[config.mk]
export PLATFORM = sky130hd
export DESIGN_NAME = l2_lru_lock_ctrl
export DESIGN_NICKNAME = d
export VERILOG_FILES = /design/src/rtl/l2_lru_lock_ctrl.sv
export SDC_FILE = /design/constraint.sdc
export NUM_CORES = 1
export LEC_CHECK = 0
export ABC_AREA = 1
export BUFFER_PORTS_ARGS = -buffer_cell sky130_fd_sc_hd__buf_2
export CAP_MARGIN = 25
export CORE_MARGIN = 5
export CORE_UTILIZATION = 55
export DETAILED_ROUTE_END_ITERATION = 10
export PLACE_DENSITY = 0.73
export SLEW_MARGIN = 0
export SYNTH_ARGS = -nofsm -noshare
export SYNTH_HDL_FRONTEND = slang
export SYNTH_SLANG_ARGS = --single-unit
[constraint.sdc]
create_clock -name clk -period 19.45 [get_ports clk]
set_input_delay 5.835 -clock clk [delete_from_list [all_inputs] [get_ports clk]]
set_output_delay 5.835 -clock clk [all_outputs]
set_load 0.01 [all_outputs]
[src/rtl/l2_lru_lock_ctrl.sv]
// Control-port sequencer/arbiter for l2_cache_lru: lock-clear sweep,
// then access > fill > unlock arbitration with a shadow lock bitmap.
module l2_lru_lock_ctrl #(
  parameter int NUM_SETS     = 4,
  parameter int NUM_WAYS     = 8,
  parameter int MAX_LOCKED   = NUM_WAYS - 1,
  parameter int STARVE_LIMIT = 4,
  localparam int SW = (NUM_SETS > 1) ? $clog2(NUM_SETS) : 1,
  localparam int WW = $clog2(NUM_WAYS),
  localparam int CW = $clog2(STARVE_LIMIT + 1)
) (
  input  logic          clk,
  input  logic          reset,
  output logic          init_done,
  input  logic          acc_req,
  input  logic [SW-1:0] acc_req_set,
  input  logic          acc_update_en,
  input  logic [WW-1:0] acc_update_way,
  input  logic          fill_req,
  input  logic [SW-1:0] fill_req_set,
  input  logic          fill_req_lock,
  output logic          fill_grant,
  output logic [WW-1:0] fill_grant_way,
  output logic          fill_lock_rejected,
  input  logic          unlock_req,
  input  logic [SW-1:0] unlock_set,
  input  logic [WW-1:0] unlock_way,
  output logic          unlock_ack,
  output logic          unlock_was_locked,
  output logic          fill_en,
  output logic [SW-1:0] fill_set,
  output logic          lock_en,
  output logic          lock_value,
  output logic          access_en,
  output logic [SW-1:0] access_set,
  output logic          access_update_en,
  output logic [WW-1:0] access_update_way,
  input  logic [WW-1:0] fill_way
);

  typedef enum logic [1:0] {
    INIT_ISSUE,
    INIT_UPDATE,
    RUN
  } state_e;

  state_e state_q, state_d;
  logic [SW-1:0] s_q, s_d;
  logic [WW-1:0] w_q, w_d;
  logic [NUM_SETS-1:0][NUM_WAYS-1:0] bitmap_q, bitmap_d;
  logic acc_pend_q, acc_pend_d;
  logic unlock_upd_pend_q, unlock_upd_pend_d;
  logic [WW-1:0] unl_way_q, unl_way_d;
  logic [CW-1:0] starve_q, starve_d;

  logic starved;
  logic do_acc, do_fill, do_unl;

  function automatic logic [WW:0] popc(
    input logic [NUM_WAYS-1:0] v
  );
    popc = '0;
    for (int i = 0; i < NUM_WAYS; i++)
      popc = popc + {{WW{1'b0}}, v[i]};
  endfunction

  assign starved = (starve_q >= CW'(STARVE_LIMIT));
  // One-hot issue selection; starvation lets unlock jump ahead of fill
  assign do_acc  = acc_req;
  assign do_unl  = !acc_req && unlock_req &&
                   (starved || !fill_req);
  assign do_fill = !acc_req && fill_req && !do_unl;

  always_comb begin
    state_d            = state_q;
    s_d                = s_q;
    w_d                = w_q;
    bitmap_d           = bitmap_q;
    acc_pend_d         = acc_pend_q;
    unlock_upd_pend_d  = unlock_upd_pend_q;
    unl_way_d          = unl_way_q;
    starve_d           = starve_q;
    init_done          = 1'b0;
    fill_grant         = 1'b0;
    fill_grant_way     = '0;
    fill_lock_rejected = 1'b0;
    unlock_ack         = 1'b0;
    unlock_was_locked  = 1'b0;
    fill_en            = 1'b0;
    fill_set           = '0;
    lock_en            = 1'b0;
    lock_value         = 1'b0;
    access_en          = 1'b0;
    access_set         = '0;
    access_update_en   = 1'b0;
    access_update_way  = '0;
    if (!reset) begin
      unique case (state_q)
        INIT_ISSUE: begin
          access_en  = 1'b1;
          access_set = s_q;
          lock_en    = 1'b1;
          state_d    = INIT_UPDATE;
        end
        INIT_UPDATE: begin
          access_update_en  = 1'b1;
          access_update_way = w_q;
          if (w_q == WW'(NUM_WAYS - 1) &&
              s_q == SW'(NUM_SETS - 1)) begin
            state_d = RUN;
          end else begin
            state_d = INIT_ISSUE;
            w_d     = w_q + WW'(1);
            if (w_q == WW'(NUM_WAYS - 1))
              s_d = s_q + SW'(1);
          end
        end
        RUN: begin
          init_done         = 1'b1;
          acc_pend_d        = 1'b0;
          unlock_upd_pend_d = 1'b0;
          if (acc_pend_q) begin
            access_update_en  = acc_update_en;
            access_update_way = acc_update_way;
          end
          if (unlock_upd_pend_q) begin
            access_update_en  = 1'b1;
            access_update_way = unl_way_q;
          end
          if (!unlock_req)
            starve_d = '0;
          unique case (1'b1)
            do_acc: begin
              access_en  = 1'b1;
              access_set = acc_req_set;
              acc_pend_d = 1'b1;
            end
            do_fill: begin
              fill_en        = 1'b1;
              fill_set       = fill_req_set;
              fill_grant     = 1'b1;
              fill_grant_way = fill_way;
              if (fill_req_lock) begin
                if (popc(bitmap_q[fill_req_set]) <
                    (WW+1)'(MAX_LOCKED)) begin
                  lock_en    = 1'b1;
                  lock_value = 1'b1;
                  bitmap_d[fill_req_set][fill_way] = 1'b1;
                end else begin
                  fill_lock_rejected = 1'b1;
                end
              end
              if (unlock_req && !starved)
                starve_d = starve_q + CW'(1);
            end
            do_unl: begin
              access_en         = 1'b1;
              access_set        = unlock_set;
              lock_en           = 1'b1;
              unlock_ack        = 1'b1;
              unlock_was_locked =
                bitmap_q[unlock_set][unlock_way];
              bitmap_d[unlock_set][unlock_way] = 1'b0;
              unlock_upd_pend_d = 1'b1;
              unl_way_d         = unlock_way;
              starve_d          = '0;
            end
            default: ;
          endcase
        end
        default: state_d = INIT_ISSUE;
      endcase
    end
  end

  always_ff @(posedge clk) begin
    if (reset) begin
      state_q           <= INIT_ISSUE;
      s_q               <= '0;
      w_q               <= '0;
      bitmap_q          <= '0;
      acc_pend_q        <= 1'b0;
      unlock_upd_pend_q <= 1'b0;
      unl_way_q         <= '0;
      starve_q          <= '0;
    end else begin
      state_q           <= state_d;
      s_q               <= s_d;
      w_q               <= w_d;
      bitmap_q          <= bitmap_d;
      acc_pend_q        <= acc_pend_d;
      unlock_upd_pend_q <= unlock_upd_pend_d;
      unl_way_q         <= unl_way_d;
      starve_q          <= starve_d;
    end
  end

endmodule

==> out/qor.txt, run 1 <==
Dpl hpwl = 8310 µm
Number of cells in the finished layout apart from fillers = 684
Number of nets in the layout = 643
Critical Path Start = fill_req_set[0]
Pwr per Cell Area = 49.8 mW/mm²
Setup violation total in the final timing report = 0
Post-cts sizing count = 0
Routed len/inst = 16.1 µm
Final design area excluding fillers = 0.00380 mm²
Area contributors post-synth = sky130_fd_sc_hd__dfxtp_1, sky130_fd_sc_hd__nand2_1, sky130_fd_sc_hd__nand3_1, sky130_fd_sc_hd__a21oi_1, sky130_fd_sc_hd__inv_1
Chip Width = 90.7 µm
Antenna-violating nets left = 0
Total die area = 0.00822 mm²
Most prevalent standard cell on the critical path = sky130_fd_sc_hd__fa_1
Residual overflow from global routing = 0
Iteration-0 DRC Markers = 364
Critical path arrival = 10.23 ns
Capturing point of the worst reg2reg path = bitmap_q[15]$_SDFFE_PP0P_
Placed Instance Area = 0.00371 mm²
Ratio of cells with drive above 1 in the final layout = 0.104
Core Footprint = 0.00635 mm²
Slew headroom = 0.344
Height of the die = 90.7 µm
Cell count after synthesis = 586
Tot Pwr = 0.189 mW
Sequential fraction of design power = 0.515
Dpl cells = 677
Worst Tran Pin Value = 0.983 ns
Sw Ratio = 0.299
Cells along the critical path = buf_2 -> inv_1 -> nand2_1 -> o221ai_1 -> fa_1 -> fa_1 -> fa_1 -> ha_1 -> fa_1 -> nand2_1 -> inv_1 -> nand3_1 -> nand3_2 -> nand2_2 -> nand2_2 -> a21oi_1 -> buf_2
CP top delay family = adder cells
Crit path largest cell delay = 0.56 ns
Number of buffers inserted during clock tree synthesis = 5
Number of global-route vias before repair = 3730
Max Cap Violations = 0
Total number of H-tree levels = 2
Fin Clk Skew = 0.00733 ns
Gpl congestion = 0.986
Critical path required time = 13.61 ns
Synth Warn # = 0
Highest attainable clock frequency = 62.3 MHz
Quantity of I/O buffers inserted on ports = 41
Combinational group share of total power = 0.146
Netlist Area Pre-Place = 0.00358 mm²
Element type at the critical path end = output pin
Outcome = complete, no violations
Overall via count from detail_route = 3969
Library cell contributing the largest single delay on the critical path = sky130_fd_sc_hd__fa_1
Overall track demand over capacity in global routing = 0.265
Number of buffers added for setup after CTS = 0
Initial standard-cell utilization of the core = 0.564
Seq/Total Area, Yosys = 0.263
Number of endpoints with negative hold slack in the final report = 0
DRC viols = 0
CTS clk-pin slew, worst paths = 0.09 ns
TritonCTS clock tree = yes
Yosys cell types = 32
Pin count of the biggest net entering global routing = 35
FF-to-FF setup slack = 15.18 ns
Pins over their slew limit = 0
Mapped Avg Cell Area = 6.11 µm²
Kind of start point of the critical path = input port
Wire length of the first global-routing pass = 17900 µm
Wire length after detailed routing = 11000 µm
Sum of buffers and inverters on the critical path = 4
Period Utilization, post-route = 0.826
Crit path kind = in2out
Library cell used as clock root buffer = sky130_fd_sc_hd__clkbuf_8
Diode count = 0
Critical Path Stages = 17
Psw = 0.0566 mW
Worst voltage drop across the vdd grid = 0.0292 mV
Clock latency at the later pin of the worst-skew pair = 0.31 ns
Synth Net Count = 622
Internal power = 0.133 mW
Ports = 42
Hold WC Path Type = reg2reg
Sum of negative setup slack = 0 ns
Total of flip-flops plus latches after synthesis = 47
End point of the critical path = lock_en
Bufs on Longest Clock Path = 2
Number of placement rows = 29
Total clock sinks = 47
Post-layout utilization of the core = 0.599
Post-synth top area share = 0.263
Worst reg2reg path depth = 15
Total iterations of the first detailed-routing run = 5
Antenna violations before repair = 0
Number of vias per cell = 5.80
Crit Path Max Fanout = 33
Startpoint of the most critical register-to-register path = bitmap_q[8]$_SDFFE_PP0P_
Portion of total power attributed to the clock network = 0.339
Hold buffers post-CTS = 0
Most area-hungry cell type in the Yosys netlist = sky130_fd_sc_hd__dfxtp_1
Post-route minimum period = 16.06 ns
Unrepaired setup endpoints after global routing = no
Area growth from synthesis to layout = 6.29%
Static leakage = 1.67 nW
==> synthesized netlist by cell type (all sizes together) <==
library cell,n
o21ai,44
a21oi,64
clkbuf,7
a31oi,2
dfxtp,47
nor3b,1
o32ai,1
fa,4
a22oi,8
a221oi,3
inv,70
nor3,6
o21bai,6
nand3,69
o22ai,5
a32o,1
o211ai,1
nand2,153
buf,20
ha,10
nor2,60
o221ai,4
==> flip-flops by register name, indices dropped and copies added (netlist names) <==
| name | flops |
|---|---|
| s_q | 2 |
| unl_way_q | 3 |
| starve_q | 3 |
| acc_pend_q | 1 |
| w_q | 3 |
| unlock_upd_pend_q | 1 |
| state_q | 2 |
| bitmap_q | 32 |
==> through the flow <==
step	hold slack, ns	worst slack [ns]
global route	0.508	3.05
CTS	0.470	3.38
detailed placement	0.454	3.40
floorplan	0.425	4.09
global placement	0.454	3.49
finish	0.472	3.39
==> power by group through the flow <==
| stage | Clock, mW | Sequential (mW) | Combinational [mW] |
|---|---|---|---|
| after floorplan | 0 | 0.0995 | 0.0192 |
| after global placement | 0 | 0.0997 | 0.0267 |
| after detailed placement | 0 | 0.0997 | 0.0272 |
| after CTS | 0.0653 | 0.0975 | 0.0272 |
| after global routing | 0.0683 | 0.0976 | 0.0308 |
| final | 0.0642 | 0.0974 | 0.0277 |
==> area by class of cell <==
class                      count  area (µm²)
multi-input combinational    442        2210
fill                         663        2550
inverter                      70         263
clock buffer                   6        82.6
tap                           77        96.3
sequential                    47         941
timing repair buffer          41         205
clock inverter                 1        8.76
==> worst min-delay path by stage <==
stage	start	endpoint	slack [ns]	cells past startpoint
final	unl_way_q[0]$_SDFFE_PP0P_	unl_way_q[0]$_SDFFE_PP0P_	0.47	2
after global routing	unl_way_q[1]$_SDFFE_PP0P_	unl_way_q[1]$_SDFFE_PP0P_	0.51	2
after CTS	unl_way_q[0]$_SDFFE_PP0P_	unl_way_q[0]$_SDFFE_PP0P_	0.47	2
after detailed placement	unl_way_q[0]$_SDFFE_PP0P_	unl_way_q[0]$_SDFFE_PP0P_	0.45	2
after global placement	unl_way_q[0]$_SDFFE_PP0P_	unl_way_q[0]$_SDFFE_PP0P_	0.45	2
after floorplan	unl_way_q[0]$_SDFFE_PP0P_	unl_way_q[0]$_SDFFE_PP0P_	0.42	2
==> layer usage <==
layer,share of wire,global-route usage,vias up
met5,0,0,-
li1,-,-,1969
met4,0.050,0.134,0
met3,0.067,0.0483,42
met2,0.47,0.439,177
met1,0.41,0.326,1781
==> placed cells by master, fill, tap and decap left out, drive strengths merged, types with 6 or more instances in the layout <==
cell type and count:
a21oi 64, a22oi 8, buf 41, clkbuf 6, dfxtp 47, ha 10
inv 71, nand2 153, nand3 69, nor2 60, nor3 6, o21ai 44
o21bai 6
==> kinds of logic (layout without fill, tap and decap cells) <==
| kind of cell | after synthesis | in the layout | share of synthesized area |
|---|---|---|---|
| AO/OA/AOI/OAI | 139 | 139 | 0.221 |
| flip-flops | 47 | 47 | 0.263 |
| adder cells (fa/ha/maj) | 14 | 14 | 0.0573 |
| AND/OR/NAND/NOR | 289 | 289 | 0.338 |
| buffers and inverters | 97 | 118 | 0.120 |
==> worst reg2reg max path: stages, from the launching register on <==
cell and delay [ns]:
sky130_fd_sc_hd__dfxtp_1 0.38, sky130_fd_sc_hd__a22oi_1 0.17, sky130_fd_sc_hd__o221ai_1 0.17, sky130_fd_sc_hd__fa_1 0.56
sky130_fd_sc_hd__fa_1 0.53, sky130_fd_sc_hd__fa_1 0.50, sky130_fd_sc_hd__ha_1 0.24, sky130_fd_sc_hd__fa_1 0.43
sky130_fd_sc_hd__nand2_1 0.07, sky130_fd_sc_hd__inv_1 0.03, sky130_fd_sc_hd__nand3_1 0.10, sky130_fd_sc_hd__nand3_2 0.07
sky130_fd_sc_hd__nand2_2 0.42, sky130_fd_sc_hd__nand2_2 0.28, sky130_fd_sc_hd__nand2_1 0.13, sky130_fd_sc_hd__a21oi_1 0.07
No activity file was read; power rests on OpenSTA's default activity.
==> run 2: changes to the inputs <==
Clock period 19.45 ns to 16.65 ns, I/O delays scaled along.
==> run 2 against run 1 <==
Critical path depth stayed put; combinational power increased by 17%; clock power increased by 20%; total power is 18% higher; count of clock-buffer cells in the layout unchanged; worst setup slack lost 1.1 ns; via count is 0.45% higher; hold slack about the same.
==> out/qor.txt, run 2 (synthesis results as in run 1) <==
Outcome = complete, no violations
Number of endpoints with negative hold slack in the final report = 0 (unchanged)
Wire length after detailed routing = 11300 µm (+2.8%)
Sum of buffers and inverters on the critical path = 4 (unchanged)
Fin Clk Skew = 0.00613 ns (-0.00120 ns)
Critical Path Start = fill_req_set[0]
Ratio of cells with drive above 1 in the final layout = 0.104 (unchanged)
Initial standard-cell utilization of the core = 0.564 (unchanged)
Sum of negative setup slack = 0 ns (unchanged)
Dpl cells = 677 (unchanged)
TritonCTS clock tree = yes
Hold buffers post-CTS = 0 (unchanged)
Number of buffers added for setup after CTS = 0 (unchanged)
Antenna violations before repair = 0 (unchanged)
Antenna-violating nets left = 0 (unchanged)
Highest-utilization routing layer at the global route stage = met2
Area growth from synthesis to layout = 6.29% (unchanged)
Gpl congestion = 0.987 (about the same)
Total number of H-tree levels = 2 (unchanged)
Hold WC Path Type = reg2reg
Final design area excluding fillers = 0.00380 mm² (unchanged)
Iteration-0 DRC Markers = 300 (-18%)
Total iterations of the first detailed-routing run = 7 (+2)
Ports = 42 (unchanged)
Number of buffers inserted during clock tree synthesis = 5 (unchanged)
Worst voltage drop across the vdd grid = 0.0389 mV (+33%)
Total clock sinks = 47 (unchanged)
Post-cts sizing count = 0 (unchanged)
Startpoint of the most critical register-to-register path = bitmap_q[0]$_SDFFE_PP0P_
Met3 Track Usage GR = 0.0508 (+0.00250)
Diode count = 0 (unchanged)
Library cell contributing the largest single delay on the critical path = sky130_fd_sc_hd__fa_1
Library cell used as clock root buffer = sky130_fd_sc_hd__clkbuf_8
Number of cells in the finished layout apart from fillers = 684 (unchanged)
Pwr per Cell Area = 58.6 mW/mm² (+18%)
Bufs on Longest Clock Path = 2 (unchanged)
Clock latency at the later pin of the worst-skew pair = 0.31 ns (about the same)
Post-route minimum period = 14.41 ns
Pins over their slew limit = 0 (unchanged)
CP top delay family = adder cells
Pin count of the biggest net entering global routing = 35 (unchanged)
Leading cell types in the layout, fill and taps excluded = sky130_fd_sc_hd__nand2_1, sky130_fd_sc_hd__nand3_1, sky130_fd_sc_hd__inv_1
Chip Width = 90.7 µm (unchanged)
Overall track demand over capacity in global routing = 0.274 (+0.00891)
Core Footprint = 0.00635 mm² (unchanged)
Overall via count from detail_route = 3987 (+0.45%)
Post-layout utilization of the core = 0.599 (unchanged)
Unrepaired setup endpoints after global routing = no
Crit Path Max Fanout = 33 (unchanged)
Dpl hpwl = 8470 µm (+1.9%)
Most prevalent standard cell on the critical path = sky130_fd_sc_hd__fa_1
Element type at the critical path end = output pin
Top reg by flops = bitmap_q
Kind of start point of the critical path = input port
Slew headroom = 0.347 (+0.00288)
Number of vias per cell = 5.83 (+0.45%)
DRC viols = 0 (unchanged)
Crit path kind = in2out
Most common cell after layout, fill and taps aside = sky130_fd_sc_hd__nand2_1
Max Cap Violations = 0 (unchanged)
Number of filler instances in the final layout = 674 (+1.7%)
Total die area = 0.00822 mm² (unchanged)
Met2 track demand over resource = 0.467 (+0.0272)
Met1 Usage GRT = 0.331 (+0.00527)
CTS clk-pin slew, worst paths = 0.09 ns (about the same)
Number of placement rows = 29 (unchanged)
Critical path required time = 11.65 ns (-1.96 ns)
Flip-flop count of the largest register, all copies and words added = 32 (unchanged)
Wire length of the first global-routing pass = 18300 µm (+2.5%)
Hold Crit Start = unl_way_q[1]$_SDFFE_PP0P_
Static leakage = 1.67 nW (unchanged)
Crit path largest cell delay = 0.56 ns (about the same)
Cells along the critical path = buf_2 -> inv_1 -> nand2_1 -> o221ai_1 -> fa_1 -> fa_1 -> fa_1 -> ha_1 -> fa_1 -> nand2_1 -> inv_1 -> nand3_1 -> nand3_2 -> nand2_2 -> nand2_2 -> a21oi_1 -> buf_2
Setup violation total in the final timing report = 0 (unchanged)
Height of the die = 90.7 µm (unchanged)
Residual overflow from global routing = 0 (unchanged)
Routed len/inst = 16.6 µm (+2.8%)
Worst Tran Pin Value = 0.979 ns (-0.00431 ns)
Period Utilization, post-route = 0.865
Highest attainable clock frequency = 69.4 MHz
Critical path arrival = 9.41 ns (-0.82 ns)
Number of global-route vias before repair = 3790 (+1.6%)
Quantity of I/O buffers inserted on ports = 41 (unchanged)
Placed Instance Area = 0.00371 mm² (unchanged)
Number of nets in the layout = 643 (unchanged)
## run 2: cell counts in the layout (fill, tap and decap cells not counted)
No cell type changed its count.
## run 2: path summary, 6_finish.rpt
kind	endpoint	cells after the start	slack (ns)
max	lock_en	17	2.24
min reg2reg	unl_way_q[1]$_SDFFE_PP0P_	2	0.47
min	unl_way_q[1]$_SDFFE_PP0P_	2	0.47
max reg2reg	bitmap_q[14]$_SDFFE_PP0P_	15	12.36
## run 2: metrics by stage
step	power [mW]	hold WS, ns	setup slack [ns]
after floorplan	0.139	0.425	2.97
after global placement	0.148	0.454	2.37
after detailed placement	0.148	0.466	2.27
after CTS	0.222	0.482	2.24
after global routing	0.230	0.510	1.87
final	0.223	0.472	2.24
## run 2: power breakdown
group / leakage [nW] / internal, mW / switching (mW)
sequential: 0.379 / 0.113 / 0.000666
clock: 0.0477 / 0.0336 / 0.0433
combinational: 1.24 / 0.00827 / 0.0241
## run 2: final cells by class
| type | count | area (µm²) | area share |
|---|---|---|---|
| Tap cell | 77 | 96.3 | 0.0253 |
| Inverter | 70 | 263 | 0.0691 |
| Clock inverter | 1 | 8.76 | 0.00230 |
| Multi-Input combinational cell | 442 | 2210 | 0.580 |
| Timing Repair Buffer | 41 | 205 | 0.0539 |
| Clock buffer | 6 | 82.6 | 0.0217 |
| Sequential cell | 47 | 941 | 0.247 |
## run 2: worst reg2reg max path, stage by stage (launching register included)
cell and delay (ns):
sky130_fd_sc_hd__dfxtp_1 0.37, sky130_fd_sc_hd__a22oi_1 0.19, sky130_fd_sc_hd__o221ai_1 0.17, sky130_fd_sc_hd__fa_1 0.56, sky130_fd_sc_hd__fa_1 0.53, sky130_fd_sc_hd__fa_1 0.50, sky130_fd_sc_hd__ha_1 0.24, sky130_fd_sc_hd__fa_1 0.49
sky130_fd_sc_hd__nand2_1 0.05, sky130_fd_sc_hd__inv_1 0.05, sky130_fd_sc_hd__nand3_1 0.10, sky130_fd_sc_hd__nand3_2 0.08, sky130_fd_sc_hd__nand2_2 0.32, sky130_fd_sc_hd__nand2_2 0.35, sky130_fd_sc_hd__nand2_1 0.08, sky130_fd_sc_hd__a21oi_1 0.17
## run 2: routing by layer
layer | up-vias | wire length (µm)
met1 | 1827 | 4710
li1 | 1973 | -
met2 | 150 | 5440
met4 | 0 | 472
met3 | 37 | 706
met5 | - | 0
